<file path="src/rtl/systolic_feeder.sv">
// Edge feeder for an N x N systolic array: buffers A and B row-wise, then streams
// skewed operand wavefronts into the left column and top row with start/mode qualifiers.

module feeder_lane #(
  parameter int N    = 4,
  parameter int DW   = 8,
  parameter int SW   = 4,
  parameter int LANE = 0
) (
  input  logic [N-1:0][DW-1:0] vec,
  input  logic [SW-1:0]        step,
  input  logic                 en,
  output logic [DW-1:0]        elem
);
  // lane LANE carries vec[k] at step LANE+k, zero outside that window
  always_comb begin
    elem = '0;
    if (en) begin
      for (int k = 0; k < N; k++) begin
        if (step == SW'(LANE + k)) elem = vec[k];
      end
    end
  end
endmodule

module systolic_feeder #(
  parameter int DATA_WIDTH = 8,
  parameter int BUS_WIDTH  = 32
) (
  input  logic                                        clk_i,
  input  logic                                        rst_i,
  input  logic                                        wr_en_i,
  input  logic                                        wr_sel_i,
  input  logic [$clog2(BUS_WIDTH/DATA_WIDTH)-1:0]     wr_row_i,
  input  logic [BUS_WIDTH-1:0]                        wr_data_i,
  input  logic                                        start_i,
  input  logic                                        mode_i,
  output logic [BUS_WIDTH-1:0]                        left_o,
  output logic [BUS_WIDTH-1:0]                        up_o,
  output logic                                        start_o,
  output logic                                        mode_o,
  output logic                                        busy_o,
  output logic                                        done_o,
  output logic                                        wr_drop_o
);
  localparam int N    = BUS_WIDTH / DATA_WIDTH;
  localparam int DW   = DATA_WIDTH;
  localparam int SW   = $clog2(3 * N);
  localparam int LAST = 3 * N - 3;

  typedef enum logic [1:0] {IDLE, FEED, DRAIN, DONE} state_t;

  state_t                      state, nxt_state;
  logic [SW-1:0]               step, nxt_step;
  logic [N-1:0][N-1:0][DW-1:0] a_buf, b_buf, a_view, b_view, b_col;
  logic [N-1:0][DW-1:0]        left_q, up_q, left_d, up_d;
  logic                        mode_q, drop_q;
  logic                        idle, feed_nxt, accept;

  assign idle     = (state == IDLE);
  assign accept   = idle && start_i;
  assign feed_nxt = (nxt_state == FEED);

  always_comb begin
    nxt_state = state;
    nxt_step  = step;
    case (state)
      IDLE: if (start_i) begin
        nxt_state = FEED;
        nxt_step  = '0;
      end
      FEED: if (step == SW'(LAST)) begin
        nxt_state = DRAIN;
        nxt_step  = '0;
      end else begin
        nxt_step = step + SW'(1);
      end
      DRAIN: if (step == SW'(1)) begin
        nxt_state = DONE;
      end else begin
        nxt_step = step + SW'(1);
      end
      DONE: nxt_state = IDLE;
      default: nxt_state = IDLE;
    endcase
  end

  // Buffers as they will be after this cycle's write, so a write that coincides
  // with start already feeds step 0.
  always_comb begin
    a_view = a_buf;
    b_view = b_buf;
    if (idle && wr_en_i) begin
      if (wr_sel_i) b_view[wr_row_i] = wr_data_i;
      else          a_view[wr_row_i] = wr_data_i;
    end
  end

  always_comb begin
    b_col = '0;
    for (int j = 0; j < N; j++)
      for (int k = 0; k < N; k++)
        b_col[j][k] = b_view[k][j];
  end

  for (genvar g = 0; g < N; g++) begin : g_lane
    feeder_lane #(.N(N), .DW(DW), .SW(SW), .LANE(g)) u_left (
      .vec(a_view[g]), .step(nxt_step), .en(feed_nxt), .elem(left_d[g]));
    feeder_lane #(.N(N), .DW(DW), .SW(SW), .LANE(g)) u_up (
      .vec(b_col[g]), .step(nxt_step), .en(feed_nxt), .elem(up_d[g]));
  end

  always_ff @(posedge clk_i) begin
    if (rst_i) begin
      state  <= IDLE;
      step   <= '0;
      a_buf  <= '0;
      b_buf  <= '0;
      left_q <= '0;
      up_q   <= '0;
      mode_q <= 1'b0;
      drop_q <= 1'b0;
    end else begin
      state  <= nxt_state;
      step   <= nxt_step;
      a_buf  <= a_view;
      b_buf  <= b_view;
      left_q <= left_d;
      up_q   <= up_d;
      if (accept) mode_q <= mode_i;
      if (accept)                drop_q <= 1'b0;
      else if (wr_en_i && !idle) drop_q <= 1'b1;
    end
  end

  assign left_o    = left_q;
  assign up_o      = up_q;
  assign start_o   = (state == FEED) || (state == DRAIN);
  assign mode_o    = mode_q;
  assign busy_o    = !idle;
  assign done_o    = (state == DONE);
  assign wr_drop_o = drop_q;
endmodule

</file>
<file path="config.mk">
export PLATFORM = sky130hd
export DESIGN_NAME = systolic_feeder
export DESIGN_NICKNAME = d
export VERILOG_FILES = /design/src/rtl/systolic_feeder.sv
export SDC_FILE = /design/constraint.sdc
export NUM_CORES = 1
export LEC_CHECK = 0
export BUFFER_PORTS_ARGS = -buffer_cell sky130_fd_sc_hd__buf_2
export CAP_MARGIN = 20
export CELL_PAD_IN_SITES_DETAIL_PLACEMENT = 1
export CELL_PAD_IN_SITES_GLOBAL_PLACEMENT = 2
export CORE_MARGIN = 4
export CORE_UTILIZATION = 41
export DETAILED_ROUTE_END_ITERATION = 10
export PLACE_DENSITY = 0.83
export RECOVER_POWER = 50
export REMOVE_ABC_BUFFERS = 1
export SLEW_MARGIN = 10
export SYNTH_ARGS = -nofsm -noshare
export SYNTH_HDL_FRONTEND = slang
export SYNTH_SLANG_ARGS = --single-unit
export TNS_END_PERCENT = 5
</file>
<file path="constraint.sdc">
create_clock -name clk_i -period 7 [get_ports clk_i]
set_clock_uncertainty 0.1 [all_clocks]
set_input_delay 0.35 -clock clk_i [delete_from_list [all_inputs] [get_ports clk_i]]
set_output_delay 0.35 -clock clk_i [all_outputs]
set_load 0.02 [all_outputs]
</file>
==> results of run 1 <==
## per-stage QoR
step / instances / utilization
2_1_floorplan: 1252 / -
3_3_place_gp: 1823 / 0.442
3_5_place_dp: 1824 / 0.442
4_1_cts: 1886 / 0.479
5_1_grt: 1888 / 0.475
6_report: 1888 / 0.475
## power by group
group,leakage (uW),internal (uW),switching [uW]
logic,0.00236,117,264
clock network,0.000589,1190,752
registers,0.00265,1900,12.8
## sequential cells by signal, indices dropped and copies added, names as in the netlist
| name | cells |
|---|---|
| a_buf | 128 |
| b_buf | 128 |
| state | 2 |
| step | 4 |
| wr_drop_o | 1 |
| mode_o | 1 |
| up_o | 32 |
| left_o | 32 |
## layout make-up
cell class	instances	area, um^2
Fill cell	3683	17100
Sequential cell	328	6570
Multi-Input combinational cell	916	6410
Clock buffer	53	1060
Timing Repair Buffer	132	642
Tap cell	442	553
Clock inverter	9	148
Inverter	8	30.0
## placed cells by master (no fill, tap or decap), types with 19 or more instances in the layout
cell type,netlist,layout
buf_2,27,38
nor2_1,269,269
mux2_2,20,19
nand2_1,25,25
dfxtp_1,328,328
clkbuf_16,0,37
o22ai_1,44,44
mux2i_1,236,236
nor2b_1,21,21
clkbuf_1,87,84
o21ai_1,29,29
a21oi_1,88,88
## worst max-delay path: stages (launching register included)
cell      delay, ps
dfxtp_1         370
inv_1           110
ha_1            430
nand2_1         170
nor3_1          170
clkbuf_1       2440
mux2i_1         350
o21ai_1         280
nand2_1          90
a221oi_2        330
## Yosys cell counts (4+ instances only)
cell type	instances
nand2b_1	4
mux2_2	20
mux2i_1	236
a21boi_1	14
o21ai_0	14
nand2_1	25
a31o_1	17
nand3_1	12
o21ai_1	29
buf_4	4
a2bb2oi_1	16
inv_1	7
o2111a_1	9
nor2b_1	21
nor2_1	269
clkbuf_1	87
dfxtp_1	328
buf_2	27
nand3b_1	9
a221oi_1	4
a221oi_2	17
a21oi_1	88
a211oi_1	5
o22ai_1	44
o21bai_1	6
nor3_1	11
ha_1	6
buf_1	9
## kinds of logic after synthesis
group,after synthesis,synth area share
AND/OR/NAND/NOR,371,0.122
adder cells (fa/ha/maj),6,0.00557
multiplexers,256,0.192
AO/OA/AOI/OAI,283,0.151
flip-flops,328,0.487
buffers and inverters,137,0.0429
## how the worst max path moves through the flow
stage / to / start / slack (ps) / cells after the start
2_1_floorplan: left_o[24] / step[0] / 1500 / 6
3_3_place_gp: up_o[4] / state[0] / 2850 / 10
3_5_place_dp: up_o[4] / state[0] / 2610 / 10
4_1_cts: up_o[4] / state[0] / 2590 / 10
5_1_grt: up_o[28] / state[1] / 1710 / 9
6_report: up_o[28] / state[0] / 2000 / 9
## metal layers
| metal | routed length [um] | vias to the layer above |
|---|---|---|
| li1 | - | 4930 |
| met1 | 18800 | 5300 |
| met2 | 19700 | 170 |
| met3 | 1200 | 56 |
| met4 | 818 | 0 |
| met5 | 0 | - |
==> results.toml, run 1 <==
[status]
status = "finished, violations left"
failed_checks = "capacitance limit, slew limit"

[die]
initial_core_util = 0.416
pin_count = 109
rows = 66
die-height_um = 189
die_w_um = 189
core-area_mm2 = 0.0325
die-area_mm2 = 0.0359

[pwr]
ir_worst_vdd_uv = 173
powerDensity_mw_per_mm2 = 275
p_total_uw = 4240
leakage_uw = 0.00560

[synthesis]
synth-edff-count = 0
synth_warnings = 0
ys_seq_area_frac = 0.487
synth.largest_area_cell = "dfxtp_1"
synth_top_area_frac = 0.487
synth_cell_types = 62
post_synth.cell_area_avg_um2 = 9.77
syn_inst = 1381
ys_top_cells_by_area = "dfxtp_1 (49%), mux2i_1 (18%), nor2_1 (7.5%)"
syn-cell-area_mm2 = 0.0135
ys_ff_latch = 328
async_flop_share = 0
ys.flop_type = "dfxtp_1"

[detailed_routing]
post-route-drc-count = 0
wl_mm = 40.5
num_vias = 10500
wl_per_cell_um = 21.5
dr.first_iter.drc_count = 507
ant_nets = 0
via_per_inst = 5.54
first_pass_iters = 5

[clock_tree]
cts_tree = "yes"
numCtsBuffers = 37
cts_buffer_depth = 3
clockRootBuffer = "clkbuf_16"
cts_resized = 0
hold_buffers = 0
post_cts_buffers = 0
clock_sinks = 328
clkTransAtPathRegs_ps = 60
cts_max_level = 2
clk_latency_ps = 510

[worst_setup_path]
r2r_end = "up_o[28]"
worst_ep_arrival_time_ps = 5290
crit_path_start_kind = "register"
timing.rr.start = "state[0]"
worstSetupPathType = "register to register"
cp_data_required_time_ps = 7300
reg2regPathDepth = 9
worstPathMaxFanout = 32
rrSetupSlack_ps = 2000
cp-end-kind = "register"

[timing]
slew_headroom = -1.30
finalSetupTns_ps = 0
timing.final.ws_setup_ps = 2000
worstMarginPinSlew_ps = 3440
min_period_ps = 5000
rsz0062_at_grt = "false"
hold_violations = 0
fmax_mhz = 200
setup_viol = 0
fin_crit_sh = 0.714
whs_ps = 35.9
drv_slew = 215

[grt]
met3_usage = 0.0280
grt_pass1_vias = 11000
grt-ovfl-total = 0
grt_most_used_layer = "met2"
grt_util_all_layers = 0.222
grt_pass1_wl_mm = 63.5
met2_usage = 0.385
grt_start_max_net_pins = 221
antenna_found_initial = 0
met1_usage = 0.296

[placement]
hpwl_mm = 22.8
io_buffers = 108
place.gp.congestion = 0.797
place_ws_ps = 2610
place_area_mm2 = 0.0143

[layout]
n_antenna_cell = 0
fin_area_mm2 = 0.0154
layout-drive-gt1-share = 0.115
area_delta_synth_final_pct = 14.2
nets = 1469

[worst_hold_path]
hold_path_depth = 3
hp-class = "input pin to register"
min_from = "mode_i"
min_to = "mode_o"

[flow_run]
drv_cap = 7
Power figures use the tool's default switching activity.
==> run 2: changes to the inputs <==
--- a/config.mk
+++ b/config.mk
@@ -10,9 +10,9 @@
 export CELL_PAD_IN_SITES_DETAIL_PLACEMENT = 1
 export CELL_PAD_IN_SITES_GLOBAL_PLACEMENT = 2
 export CORE_MARGIN = 4
-export CORE_UTILIZATION = 41
+export CORE_UTILIZATION = 34
 export DETAILED_ROUTE_END_ITERATION = 10
-export PLACE_DENSITY = 0.83
+export PLACE_DENSITY = 0.73
 export RECOVER_POWER = 50
 export REMOVE_ABC_BUFFERS = 1
 export SLEW_MARGIN = 10
==> constraint.sdc (replaced) <==
create_clock -name clk_i -period 4.51 [get_ports clk_i]
set_clock_uncertainty 0.1 [all_clocks]
set_input_delay 0.2255 -clock clk_i [delete_from_list [all_inputs] [get_ports clk_i]]
set_output_delay 0.2255 -clock clk_i [all_outputs]
set_load 0.02 [all_outputs]
==> run 2 against run 1 <==
Effect of this change:
- combinational power increased by 64%
- wire length increased by 6.8%
- critical path depth unchanged
- non-clock buffer count increased by 24
- global-route usage decreased by 2.6 points
- the run still ends with capacitance limit, slew limit left
- die area increased by 20%
- sequential share of layout area decreased by 0.96 points
- largest cell class unchanged
- total power increased by 56%
- sequential power increased by 55%
==> results.toml, run 2 (synthesis results as in run 1) <==
[status]
status = "finished, violations left"
failed_checks = "capacitance limit, slew limit"

[timing]
setup_viol = 0
worstMarginPinSlew_ps = 1650
fmax_mhz = 260
drv_slew = 66
slew_headroom = -0.103
rsz0062_at_grt = "false"
hold_violations = 0
min_period_ps = 3840
fin_crit_sh = 0.851

[layout]
area_delta_synth_final_pct = 16.8
layout_common_cells = "dfxtp_1 (328), nor2_1 (267), mux2i_1 (236)"
n_antenna_cell = 0
n_fill_cell = 4431
reg.largest.list = "a_buf x128, b_buf x128"
layout-drive-gt1-share = 0.129
fin_cells = 1992
final_common_cell = "dfxtp_1"
nets = 1495
regArea_mm2 = 0.00657
multi_input_area_mm2 = 0.00643
final_util = 0.405

[worst_setup_path]
worst_ep_arrival_time_ps = 4170
cp-end-kind = "register"
cp_data_required_time_ps = 4840
worstPathMaxFanout = 20
worstSetupPathType = "register to register"
cp_slowest_stage_delay_ps = 1020
slowest_stage = "clkbuf_1"
crit_path_start_kind = "register"
crit_chain = "inv_1, ha_1, nor4bb_4, nor4_1, a31oi_2, clkbuf_1, o211ai_1, o21bai_1, a221oi_1"

[clock_tree]
cts_buffer_depth = 3
clkTransAtPathRegs_ps = 60
post_cts_buffers = 0
numCtsBuffers = 39
clk_latency_ps = 530
cts_max_level = 2
cts_tree = "yes"
clockRootBuffer = "clkbuf_16"
clock_sinks = 328

[detailed_routing]
num_vias = 10500
wl_mm = 43.3
ant_nets = 0
first_pass_iters = 6
post-route-drc-count = 0
via_per_inst = 5.27
dr.first_iter.drc_count = 509
wl_per_cell_um = 21.7

[pwr]
pwr-share-seq = 0.450
leakage_uw = 0.00573
ir_worst_vdd_uv = 224
power_frac_comb = 0.095
powerDensity_mw_per_mm2 = 419
swShare = 0.250
switchingPower_uw = 1650
internal-power_uw = 4950
power.share.clock = 0.455

[grt]
met3_usage = 0.0290
grt_pass1_vias = 11000
grt_pass1_wl_mm = 67.3
met1_usage = 0.265
grt_most_used_layer = "met2"
met2_usage = 0.331
grt_util_all_layers = 0.195
grt_start_max_net_pins = 160
antenna_found_initial = 0
grt-ovfl-total = 0

[placement]
place.gp.congestion = 0.761
hpwl_mm = 26.1
placed_cells = 1916
io_buffers = 108

[die]
die-area_mm2 = 0.0429
pin_count = 109
die_w_um = 207
rows = 72
die-height_um = 207
core-area_mm2 = 0.0389
initial_core_util = 0.347

[worst_hold_path]
hp-class = "input pin to register"

[flow_run]
drv_cap = 2
run 2: path summary, 6_finish.rpt:
kind	from	depth (start not counted)	slack, ps	to
setup / recovery	state[0]	9	670	up_o[31]
hold / removal	wr_data_i[15]	3	10	b_buf[79]
setup reg to reg	state[0]	9	670	up_o[31]
hold reg to reg	b_buf[79]	2	380	b_buf[79]
run 2: per-stage QoR:
stage / cell area (um^2) / setup TNS, ps / total power (uW) / setup slack [ps] / hold slack (ps)
after detailed placement: 14600 / 0 / 3660 / 910 / 364
final: 15800 / 0 / 6600 / 670 / 13.7
after global placement: 14600 / 0 / 3650 / 1050 / 349
after floorplan: 12900 / -60740 / 3370 / -993 / 195
after global routing: 15800 / 0 / 6860 / 396 / 35.6
after CTS: 15900 / 0 / 6700 / 879 / 0.0744
run 2: final cells by class:
type | count | share of cell area
sequential | 328 | 0.417
multi-input combinational | 916 | 0.408
clock buffer | 60 | 0.0754
timing repair buffer | 156 | 0.0549
tap | 518 | 0.0411
clock inverter | 6 | 0.00191
inverter | 8 | 0.00191
run 2: per-layer routing:
layer | wire length [um] | share of wire | vias to the layer above
li1 | - | - | 4969
met1 | 20200 | 0.47 | 5288
met2 | 20600 | 0.48 | 184
met3 | 1640 | 0.038 | 52
met4 | 782 | 0.018 | 0
met5 | 0 | 0 | -
run 2: worst max-delay path, delay by kind of cell (launching register included):
kind,cells,cell delay [ps]
flops,1,440
simple gates,2,570
buf+inv,2,1120
fa+ha+maj,1,320
compound gates,4,1180
run 2: timing repair:
action | in CTS | in global routing
endpoints found under the hold margin | 10 | 0
hold buffers | 9 | 0
resized for setup | 0 | 0
run 2: power groups by stage:
stage / Sequential [uW] / Combinational, uW / Clock (uW)
floorplan: 3040 / 328 / 0
global placement: 3030 / 616 / 0
detailed placement: 3040 / 624 / 0
CTS: 2970 / 634 / 3090
global route: 2980 / 679 / 3210
finish: 2970 / 626 / 3000
==> run 3: changes to the inputs <==
==> constraint.sdc (replaced) <==
create_clock -name clk_i -period 3.4 [get_ports clk_i]
set_clock_uncertainty 0.1 [all_clocks]
set_input_delay 0.17 -clock clk_i [delete_from_list [all_inputs] [get_ports clk_i]]
set_output_delay 0.17 -clock clk_i [all_outputs]
set_load 0.02 [all_outputs]
==> run 3 against run 2 <==
Effect of this change:
- the flow now finishes without violations
- first-iteration DRC count up 19%
- wire length up 1.9%
- setup slack worse by 510 ps
- sequential share of layout area down 1.5 points
- combinational power up 42%
- total power up 36%
- clock power up 40%
- cell area up 3.7%
- sequential cell count unchanged
- die area unchanged
- critical path depth unchanged
- worst hold slack worse by 3.4 ps
==> results.toml, run 3 (synthesis results as in run 1) <==
[clock_tree]
post_cts_buffers = 0
clk_latency_ps = 530
clockRootBuffer = "clkbuf_16"
cts_buffer_depth = 3
cts_max_level = 2
numCtsBuffers = 38
clock_sinks = 328
cts_tree = "yes"
clkTransAtPathRegs_ps = 60

[die]
die-height_um = 207
pin_count = 109
rows = 72
initial_core_util = 0.347
core-area_mm2 = 0.0389
die-area_mm2 = 0.0429
die_w_um = 207

[placement]
placed_cells = 1939
hpwl_mm = 26.5
place.gp.congestion = 0.784
io_buffers = 108

[pwr]
leakage_uw = 0.00598
p_total_uw = 9010
powerDensity_mw_per_mm2 = 552
ir_worst_vdd_uv = 388

[layout]
final_common_cell = "dfxtp_1"
n_antenna_cell = 0
final_util = 0.420
layout-drive-gt1-share = 0.143
n_fill_cell = 4442
nets = 1540
reg.largest.list = "a_buf x128, b_buf x128"
area_delta_synth_final_pct = 21.1
fin_cells = 2038
multi_input_area_mm2 = 0.00642
layout_common_cells = "dfxtp_1 (328), nor2_1 (269), mux2i_1 (236)"
regArea_mm2 = 0.00657

[detailed_routing]
wl_per_cell_um = 21.6
wl_mm = 44.1
post-route-drc-count = 0
num_vias = 10700
first_pass_iters = 4
ant_nets = 0
via_per_inst = 5.25
dr.first_iter.drc_count = 605

[grt]
grt_pass1_wl_mm = 68.0
grt-ovfl-total = 0
grt_pass1_vias = 11000
antenna_found_initial = 0
grt_util_all_layers = 0.199
grt_start_max_net_pins = 191

[status]
status = "completed"

[worst_setup_path]
timing.rr.start = "state[0]"
worstSetupPathType = "register to register"
crit_start = "state[0]"
worstPathMaxFanout = 9
cp_data_required_time_ps = 3700
crit_path_start_kind = "register"
worst_ep_arrival_time_ps = 3540
cp-end-kind = "register"

[timing]
hold_violations = 0
fmax_mhz = 309
drv_slew = 0
min_period_ps = 3240
finalSetupTns_ps = 0
worstMarginPinSlew_ps = 1280
slew_headroom = 0.146
fin_crit_sh = 0.952
setup_viol = 0

[flow_run]
drv_cap = 0

[worst_hold_path]
hp-class = "input pin to register"
min_from = "wr_data_i[3]"
## run 3: cell types whose count changed in the layout (fill, tap and decap cells not counted), moves of 2 or more
cell	delta
bufinv_16	+2
nor2_4	-2
mux2_1	-2
clkbuf_2	-4
buf_12	+9
nor2_1	+2
dlygate4sd3_1	+24
clkbuf_1	-3
clkinv_2	-3
buf_4	+19
mux2_2	+2
## run 3: path summary, 6_finish.rpt
| check | endpoint | slack, ps | cells past startpoint |
|---|---|---|---|
| max | up_o[21] | 160 | 9 |
| min | b_buf[67] | 10 | 3 |
| max reg2reg | up_o[21] | 160 | 9 |
| min reg2reg | b_buf[73] | 380 | 2 |
## run 3: stage by stage
stage	worst slack, ps	cell area, um^2	hold slack [ps]
after floorplan	-2100	12900	139
after global placement	174	14900	327
after detailed placement	75.7	14900	340
after CTS	58.4	16500	2.48
after global routing	-71.0	16300	51.0
final	162	16300	10.3
## run 3: worst max-delay path, stage by stage (launching register included)
cell and delay (ps):
dfxtp_1 370, inv_1 110, ha_1 360, nor2_2 130
nor4_1 480, a31oi_2 350, nor4_2 610, buf_4 300
a21oi_1 90, a21boi_1 190
## run 3: power by group
part / switching [uW] / leakage, uW / internal (uW)
Clock: 1630 / 0.000628 / 2560
Sequential: 23.2 / 0.00265 / 3920
Combinational: 582 / 0.00271 / 304
## run 3: cell type report
type | instances | share of cell area
clock inverter | 6 | 0.00506
inverter | 8 | 0.00184
tap | 518 | 0.0397
clock buffer | 60 | 0.0733
timing repair buffer | 202 | 0.0853
multi-input combinational | 916 | 0.393
sequential | 328 | 0.402
## run 3: per-layer routing
| metal | routed length (um) | GRT usage | up-vias |
|---|---|---|---|
| li1 | - | - | 5084 |
| met1 | 20800 | 0.274 | 5392 |
| met2 | 21100 | 0.334 | 164 |
| met3 | 1350 | 0.0281 | 56 |
| met4 | 838 | 0.0465 | 0 |
| met5 | 0 | 0 | - |
## run 3: what timing repair did
action,in CTS,in global routing
hold buffers,33,0
hold endpoints to repair,180,0
resized for setup,0,1
setup endpoints to repair,0,14
